--- config.mk ---
export PLATFORM = sky130hd
export DESIGN_NAME = ifetch_line_buffer
export DESIGN_NICKNAME = d
export VERILOG_FILES = /design/src/rtl/rv32i_types.sv /design/src/rtl/ifetch_line_buffer.sv
export SDC_FILE = /design/constraint.sdc
export NUM_CORES = 1
export LEC_CHECK = 0
export ABC_AREA = 1
export BUFFER_PORTS_ARGS = -buffer_cell sky130_fd_sc_hd__clkbuf_2
export CAP_MARGIN = 20
export CORE_AREA = 3 3 250 252
export DETAILED_ROUTE_END_ITERATION = 6
export DIE_AREA = 0 0 253 255
export HOLD_SLACK_MARGIN = 0.02
export MAX_ROUTING_LAYER = met4
export PLACE_DENSITY = 0.54
export SETUP_SLACK_MARGIN = 0.02
export SYNTH_ARGS = -nofsm -noshare
export SYNTH_HDL_FRONTEND = slang
export SYNTH_SLANG_ARGS = --single-unit
--- constraint.sdc ---
create_clock -name clk -period 6.4 [get_ports clk]
set_clock_uncertainty 0.15 [all_clocks]
set_input_delay 0 -clock clk [delete_from_list [all_inputs] [get_ports clk]]
set_output_delay 0 -clock clk [all_outputs]
set_load 0.01 [all_outputs]
--- src/rtl/rv32i_types.sv ---
// Shared fetch-side types: line-buffer FSM states, line geometry and the
// 32-bit half-select used for instruction words.
package rv32i_types;

  typedef enum logic [1:0] {
    IDLE,
    REQ,
    FILL,
    RESP
  } ilb_state_t;

  localparam int ILB_LINE_BYTES  = 32;
  localparam int ILB_OFFSET_BITS = 5;

  function automatic logic [31:0] ilb_word_sel(input logic [63:0] beat, input logic half);
    return half ? beat[63:32] : beat[31:0];
  endfunction

endpackage

--- src/rtl/ifetch_line_buffer.sv ---
// Single-line instruction buffer: 1-cycle hit, burst refill on miss, flush drops pending response.
// Optional hit/miss counters when IFETCH_LINE_BUFFER_STATS_EN is defined.
module ifetch_line_buffer
  import rv32i_types::*;
#(
  parameter int LINE_BEATS = 4
) (
  input  logic        clk,
  input  logic        rst,
  input  logic [31:0] imem_addr,
  input  logic [3:0]  imem_rmask,
  output logic [31:0] imem_rdata,
  output logic        imem_resp,
  input  logic        flush,
  output logic [31:0] bmem_addr,
  output logic        bmem_read,
  input  logic        bmem_ready,
  input  logic [63:0] bmem_rdata,
  input  logic        bmem_rvalid
`ifdef IFETCH_LINE_BUFFER_STATS_EN
  ,
  output logic [31:0] hit_count,
  output logic [31:0] miss_count
`endif
);

  localparam int BW  = $clog2(LINE_BEATS);
  localparam int OFF = BW + 3;
  localparam int TW  = 32 - OFF;

  ilb_state_t    r_state;
  logic          r_valid;
  logic [TW-1:0] r_tag;
  logic [63:0]   r_data [LINE_BEATS];
  logic [BW-1:0] r_beat_cnt;
  logic          r_drop;
  logic [31:0]   r_addr;

  logic          w_lookup;
  logic          w_hit;
  logic          w_last_beat;
  logic          w_drop_now;
  logic [BW-1:0] w_hit_idx;
  logic [BW-1:0] w_fill_idx;
  logic [63:0]   w_fill_beat;
  logic          w_unused;

  // No lookup while a response is showing: fetch only moves its address after seeing imem_resp.
  assign w_lookup    = (r_state == IDLE) && (|imem_rmask) && !imem_resp;
  assign w_hit       = r_valid && (r_tag == imem_addr[31:OFF]);
  assign w_hit_idx   = imem_addr[OFF-1:3];
  assign w_fill_idx  = r_addr[OFF-1:3];
  assign w_last_beat = (r_beat_cnt == BW'(LINE_BEATS - 1));
  assign w_drop_now  = r_drop || flush;
  // The requested word may arrive on the final beat itself, so bypass the array.
  assign w_fill_beat = (w_fill_idx == r_beat_cnt) ? bmem_rdata : r_data[w_fill_idx];
  assign w_unused    = ^{imem_addr[1:0], r_addr[1:0]};

  always_ff @(posedge clk) begin
    if (r_state == FILL && bmem_rvalid) begin
      r_data[r_beat_cnt] <= bmem_rdata;
    end
  end

  always_ff @(posedge clk or posedge rst) begin
    if (rst) begin
      r_state    <= IDLE;
      r_valid    <= 1'b0;
      r_tag      <= '0;
      r_beat_cnt <= '0;
      r_drop     <= 1'b0;
      r_addr     <= '0;
      imem_resp  <= 1'b0;
      imem_rdata <= '0;
      bmem_read  <= 1'b0;
      bmem_addr  <= '0;
    end else begin
      imem_resp <= 1'b0;
      case (r_state)
        IDLE: begin
          if (w_lookup) begin
            if (w_hit) begin
              if (!flush) begin
                imem_resp  <= 1'b1;
                imem_rdata <= ilb_word_sel(r_data[w_hit_idx], imem_addr[2]);
              end
            end else begin
              r_addr     <= imem_addr;
              bmem_addr  <= {imem_addr[31:OFF], {OFF{1'b0}}};
              bmem_read  <= 1'b1;
              r_beat_cnt <= '0;
              r_state    <= REQ;
            end
          end
        end
        REQ: begin
          if (flush) r_drop <= 1'b1;
          if (bmem_ready) begin
            bmem_read <= 1'b0;
            r_state   <= FILL;
          end
        end
        FILL: begin
          if (flush) r_drop <= 1'b1;
          if (bmem_rvalid) begin
            r_beat_cnt <= r_beat_cnt + 1'b1;
            if (w_last_beat) begin
              r_valid <= 1'b1;
              r_tag   <= r_addr[31:OFF];
              r_state <= RESP;
              if (!w_drop_now) begin
                imem_resp  <= 1'b1;
                imem_rdata <= ilb_word_sel(w_fill_beat, r_addr[2]);
              end
            end
          end
        end
        RESP: begin
          r_drop  <= 1'b0;
          r_state <= IDLE;
        end
        default: r_state <= IDLE;
      endcase
    end
  end

`ifdef IFETCH_LINE_BUFFER_STATS_EN
  always_ff @(posedge clk or posedge rst) begin
    if (rst) begin
      hit_count  <= '0;
      miss_count <= '0;
    end else if (w_lookup) begin
      if (w_hit && hit_count != 32'hFFFF_FFFF) hit_count <= hit_count + 1'b1;
      if (!w_hit && miss_count != 32'hFFFF_FFFF) miss_count <= miss_count + 1'b1;
    end
  end
`endif

endmodule
Word level (Yosys, flattened, before mapping) --
Memories as Yosys holds them, arrays and structs flattened. Index checks and enable logic that the tools add are counted.
Word-level totals: bits in registers 126, bits in writable memories 256, input bits 105, output and inout bits 66, logic and storage cells 82, memories kept 1
Memories:
- r_data | depth 4, width 64, rd ports 2, clocked after Yosys merged registers in 0, wr ports 1, RTL line ifetch_line_buffer.sv:34 | logic [63:0] r_data [LINE_BEATS];
Cells by class: $add $sub $neg 1, eq/ne operators 15, multiplexer cells 35, bitwise operators 1, reductions and logical operators 19
Operator list (count):
- $mux W32 | 8
- $mux W64 | 1
- $pmux W32 S2 | 1
- $eq A27 B27 Y1 | 1
- $mux W2 | 8
- $ne A2 B2 Y1 const B | 8
- $mux W1 | 12
- $pmux W2 S4 | 1
- $reduce_and A4 Y1 | 2
- $reduce_and A7 Y1 | 1
- $eq A2 B2 Y1 const B | 3
- $pmux W1 S2 | 3
- $reduce_and A3 Y1 | 2
- $reduce_bool A2 Y1 | 3
- $reduce_and A5 Y1 | 1
- $logic_and A1 B1 Y1 | 4
- $pmux W2 S2 | 1
- $reduce_or A4 Y1 | 1
- $add A2 B1 Y2 const B | 1
- $eq A2 B1 Y1 const B | 1
- $eq A2 B2 Y1 | 1
- $logic_not A2 Y1 | 1
- $ne A2 B1 Y1 const B | 1
- $reduce_and A2 Y1 | 1
- 4 further kinds | 4

Logic depth before layout (Yosys ltp) --
depth after elaboration 7, gate-level depth with buffers 14, gate-level depth less buffers 13

Worst setup path before layout --
OpenSTA, ideal clock, no wires.
path type reg-to-reg, start point reg r_state[0], end point mem r_data[0][0] (enable), setup time 486 ps, arrival 3479 ps, required time 5764 ps, setup slack 2285 ps, stages on the path, launching flop included 5, buffers on the path 0, period minus slack after synthesis 4115 ps, cells stage by stage dfrtp_1 > inv_1 > ha_1 > nand2_1 > nor2_1
Between the ends: word-level cells in the longest chain between the ends 4
Ends and longest elaborated chain:
- start: declaration | RTL line ifetch_line_buffer.sv:31 | ilb_state_t r_state;
- start signal: assignment | RTL line ifetch_line_buffer.sv:67 | r_state <= IDLE;
- start signal: assignment | RTL line ifetch_line_buffer.sv:92 | r_state <= REQ;
- start signal: assignment | RTL line ifetch_line_buffer.sv:100 | r_state <= FILL;
- $eq A2 B2 Y1 | RTL line ifetch_line_buffer.sv:60 | if (r_state == FILL && bmem_rvalid) begin
- $logic_and A1 B1 Y1 | RTL line ifetch_line_buffer.sv:60
- $mux W1 | RTL line ifetch_line_buffer.sv:60
- $mux W1 (implied by the code) | RTL line ifetch_line_buffer.sv:61 | r_data[r_beat_cnt] <= bmem_rdata;
- end: declaration | RTL line ifetch_line_buffer.sv:34
No other way between the ends.

Worst setup path after layout --
start point reg r_addr[3], end point reg imem_rdata[20]
Between the ends: word-level cells in the longest chain between the ends 7, elaborated cells on any way between the ends 8, classes of those cells eq/ne (1); mux (6); memory (1)
Ends and longest elaborated chain:
- start: declaration | RTL line ifetch_line_buffer.sv:37 | logic [31:0] r_addr;
- start signal: assignment | RTL line ifetch_line_buffer.sv:88 | r_addr <= imem_addr;
- $mem_v2 Z4 W64 or $eq A2 B2 Y1 (tied branches)
- $mux W64 (*) | RTL line ifetch_line_buffer.sv:56 | assign w_fill_beat = (w_fill_idx == r_beat_cnt) ? bmem_rdata : r_data[w_fill_idx];
- $mux W32 (*) | RTL line rv32i_types.sv:16 | return half ? beat[63:32] : beat[31:0];
- $mux W32 (*) | RTL line ifetch_line_buffer.sv:111 | if (!w_drop_now) begin
- $mux W32 (*) | RTL line ifetch_line_buffer.sv:107 | if (w_last_beat) begin
- $mux W32 (*) | RTL line ifetch_line_buffer.sv:105 | if (bmem_rvalid) begin
- $pmux W32 S2 (*) | RTL line ifetch_line_buffer.sv:79 | case (r_state)
- end signal: assignment | RTL line ifetch_line_buffer.sv:85 | imem_rdata <= ilb_word_sel(r_data[w_hit_idx], imem_addr[2]);
- end signal: assignment | RTL line ifetch_line_buffer.sv:113 | imem_rdata <= ilb_word_sel(w_fill_beat, r_addr[2]);
- end: declaration | RTL line ifetch_line_buffer.sv:12 | output logic [31:0] imem_rdata,
Every way passes the cells marked *; elsewhere a longest branch is shown, timed or not. The select of a mux whose other input is x is not followed. A chain may end at the register's enable or synchronous reset.

==> metrics.md <==
| Metric | Value |
|---|---|
| Outcome | `finished, final reports clean` |
| Initial antenna violation count | `7` |
| Worst Tran Pin Value | `1.084 ns` |
| Largest net degree at the start of global routing | `93` |
| Hold path cells | `2` |
| Crit path time final | `approximately 3.8 ns` |
| Critical path peak fanout | `between 40 and 50` |
| Drt total wl | `between 50000 and 60000 µm` |
| Yosys warns | `0` |
| # clock sinks | `around 350` |
| Most frequent cells in the layout | `714 x nand2_1, 256 x edfxtp_1, 253 x nand3_1, 162 x clkbuf_2, 136 x a21oi_1` |
| Worst hold path class | `in2reg` |
| Share of cells above drive strength 1 | `a little under an eighth` |
| Nets@finish | `~2400` |
| Placement Rows | `90` |
| Synthesized area | `between 0.015 and 0.02 mm²` |
| Final period util | `between 50 and 60%` |
| Final-report hold violation count | `0` |
| Number of remaining DRC errors | `0` |
| Worst path cell trace | `clkinv_2 -> nand2_1 -> nand4_4 -> buf_4 -> nor2_1 -> nor2_1 -> a21oi_1 -> nand3_1 -> nand2_1` |
| Commonest non-fill, non-tap cell in the layout | `nand2_1` |
| Max-cap check violation count | `0` |
| Vias | `15340` |
| Number of cells on the critical path | `9` |
| Async SR Flop Fraction | `a little over a quarter` |
| Worst skew pair latency | `approximately 0.54 ns` |
| Drt wl/cell | `approximately 18 µm` |
| Clock transition at the registers of the reported paths | `roughly 0.060 ns` |
| Pleak | `around 9.4 nW` |
| EDFF count, synth | `256` |
| CP Buf/Inv Count | `2` |
| IO Count | `171` |
| Area Overhead vs Synth | `18.67%` |
| First-pass GRT wire length | `83580 µm` |
| Root buffer cell | `clkbuf_16` |
| Final Max Tran Viols | `0` |
| Fmax | `260.7 MHz` |
| Tot GR Track Use | `between 10% and 20%` |
| Area after DPL | `about 0.019 mm²` |
| DIE HEIGHT | `~260 µm` |
| Core area | `0.06036 mm²` |
| CTS Buffer Depth | `3` |
| Post-synthesis cell type count | `31` |
| First-pass iteration count of the detailed router | `6` |
| Num CTS Buffers | `39` |
| Starting Density | `a little under a third` |
| Register Area | `between 0.01 and 0.015 mm²` |
| Fillers | `about 6000` |
| RSZ-0062 raised after global routing | `false` |
| WP data arrival | `~4.2 ns` |
| Setup CP Type | `reg2reg` |
| Worst setup EP type | `register` |
| CTS tree | `yes` |
| PD cells | `405.9 mW/mm²` |
| Fin Hold WS | `0.09240 ns` |
| TNS Setup | `0 ns` |
| Routability cong. | `0.7913` |
| Maximum VDD drop | `0.3002 mV` |
| DIE AREA | `about 0.065 mm²` |
| Power, Total | `between 0.008 and 0.009 W` |
| Antenna viol nets, final | `0` |
| Post-synthesis sequential area ratio | `55.72%` |
| Syn Area/Cell | `8.615 µm²` |
| Detailed Place HPWL | `30830 µm` |
| CP Launch Type | `register` |
| Finished Cell Area | `around 0.022 mm²` |
| Critical path's slowest cell | `dfrtp_4` |
| Register bit total from synthesis | `approximately 350` |
| H-tree levels | `2` |
| Crit path required time | `6.72 ns` |
| Setup repair bufs after CTS | `0` |
| Reg2Reg Depth | `9` |
| Initial DRC count | `between 1000 and 1500` |
| # port buffers | `163` |
| Via/cell ratio | `a little under 5` |
| Die Wd | `approximately 250 µm` |
| Multi-input logic area | `around 0.0067 mm²` |
| Slew headroom | `27.72%` |
| Vias in the first global route | `14810` |
| Final setup violation count | `0` |
| Dominant synthesized flop cell | `edfxtp_1` |
| Gate Count Post-Synth | `2107` |
| Cell family with most CP delay | `simple AND/OR/NAND/NOR gates` |
| CP max stage delay | `0.85 ns` |
| CTS resizes | `0` |
| Grt total ovfl | `0` |
==> repair_timing <==
item                                    CTS  global route
endpoints found under the setup margin    0             0
hold endpoints to repair                381             0
hold buffers                            106             0
==> kinds of logic (layout without fill, tap and decap cells) <==
family / count (synthesis) / in the layout / synth area share (%)
compound gates: 299 / 299 / 8.712
fa+ha+maj: 8 / 8 / 0.5514
other cells: 1 / 12 / 0.02066
buf+inv: 290 / 485 / 7.644
xor+xnor: 4 / 4 / 0.1930
mux: 32 / 32 / 1.765
simple gates: 1120 / 1120 / 25.39
flops: 353 / 353 / 55.72
==> area by class of cell <==
class	instances	area share, %
clock inverters	13	0.4531
multi-input cells	1468	31.08
clock buffers	57	5.123
flip-flops and latches	353	47.00
well taps	782	4.542
inverters	125	2.207
diodes	7	0.08132
repair buffers	290	9.514
==> final timing paths <==
check / endpoint / startpoint / slack (ns)
setup / recovery: imem_rdata[20] / r_addr[3] / 2.56
hold / removal: r_data[0][18] / bmem_rdata[18] / 0.09
setup reg to reg: imem_rdata[20] / r_addr[3] / 2.56
hold reg to reg: r_valid / r_valid / 0.31
max in group asynchronous: imem_rdata[15] / rst / 4.32
min in group asynchronous: imem_rdata[14] / rst / 0.51
==> cell usage after synthesis (2+ instances only) <==
library cell | number | area (µm²)
inv_2 | 12 | 45.04
xnor2_1 | 2 | 17.52
nand2_4 | 4 | 45.04
nand3_1 | 253 | 1266
clkbuf_1 | 50 | 187.7
buf_6 | 8 | 90.09
buf_1 | 10 | 37.54
nand2_1 | 714 | 2680
mux2i_1 | 32 | 320.3
o21ai_1 | 38 | 190.2
buf_4 | 46 | 345.3
dfrtp_1 | 97 | 2427
buf_2 | 50 | 250.2
ha_1 | 8 | 100.1
o21ai_0 | 91 | 455.4
nand4_1 | 4 | 25.02
o21a_1 | 2 | 15.01
o211ai_1 | 31 | 232.7
nor2_1 | 139 | 521.8
edfxtp_1 | 256 | 7687
xor2_1 | 2 | 17.52
inv_1 | 113 | 424.2
nand2_2 | 2 | 12.51
a21oi_1 | 136 | 680.7
==> per-stage QoR <==
step	worst slack, ns	std cells	utilization, %
after global routing	2.385	3095	35.69
after detailed placement	2.682	2911	31.88
after CTS	2.667	3087	35.63
final	2.564	3095	35.69
after floorplan	2.285	2111	-
after global placement	2.724	2911	31.88
==> report_power, final <==
part,internal (W),switching [W]
Sequential,0.00288,0.000321
Combinational,0.00110,0.00229
Clock,0.00124,0.000915
==> flip-flops by register name, summed over array words and instances (netlist names) <==
| register | cells |
|---|---|
| r_state | 2 |
| r_valid | 1 |
| imem_resp | 1 |
| bmem_read | 1 |
| r_beat_cnt | 2 |
| r_drop | 1 |
| r_addr | 30 |
| r_tag | 27 |
| r_data | 256 |
| imem_rdata | 32 |
==> routing by layer <==
layer / track usage (%) / routed length, µm / vias to the layer above
li1: - / - / 7332
met1: 20.41 / 22980 / 7345
met2: 28.80 / 27160 / 527
met3: 2.500 / 3245 / 140
met4: 7.365 / 2018 / 0
met5: - / 0 / -
==> worst reg2reg max path, cell delays in order (launching register included) <==
cell and delay (ns):
dfrtp_4 0.85, clkinv_2 0.80, nand2_1 0.32, nand4_4 0.46, buf_4 0.49, nor2_1 0.18
nor2_1 0.05, a21oi_1 0.21, nand3_1 0.15, nand2_1 0.12
No activity file was read; power rests on OpenSTA's default activity.
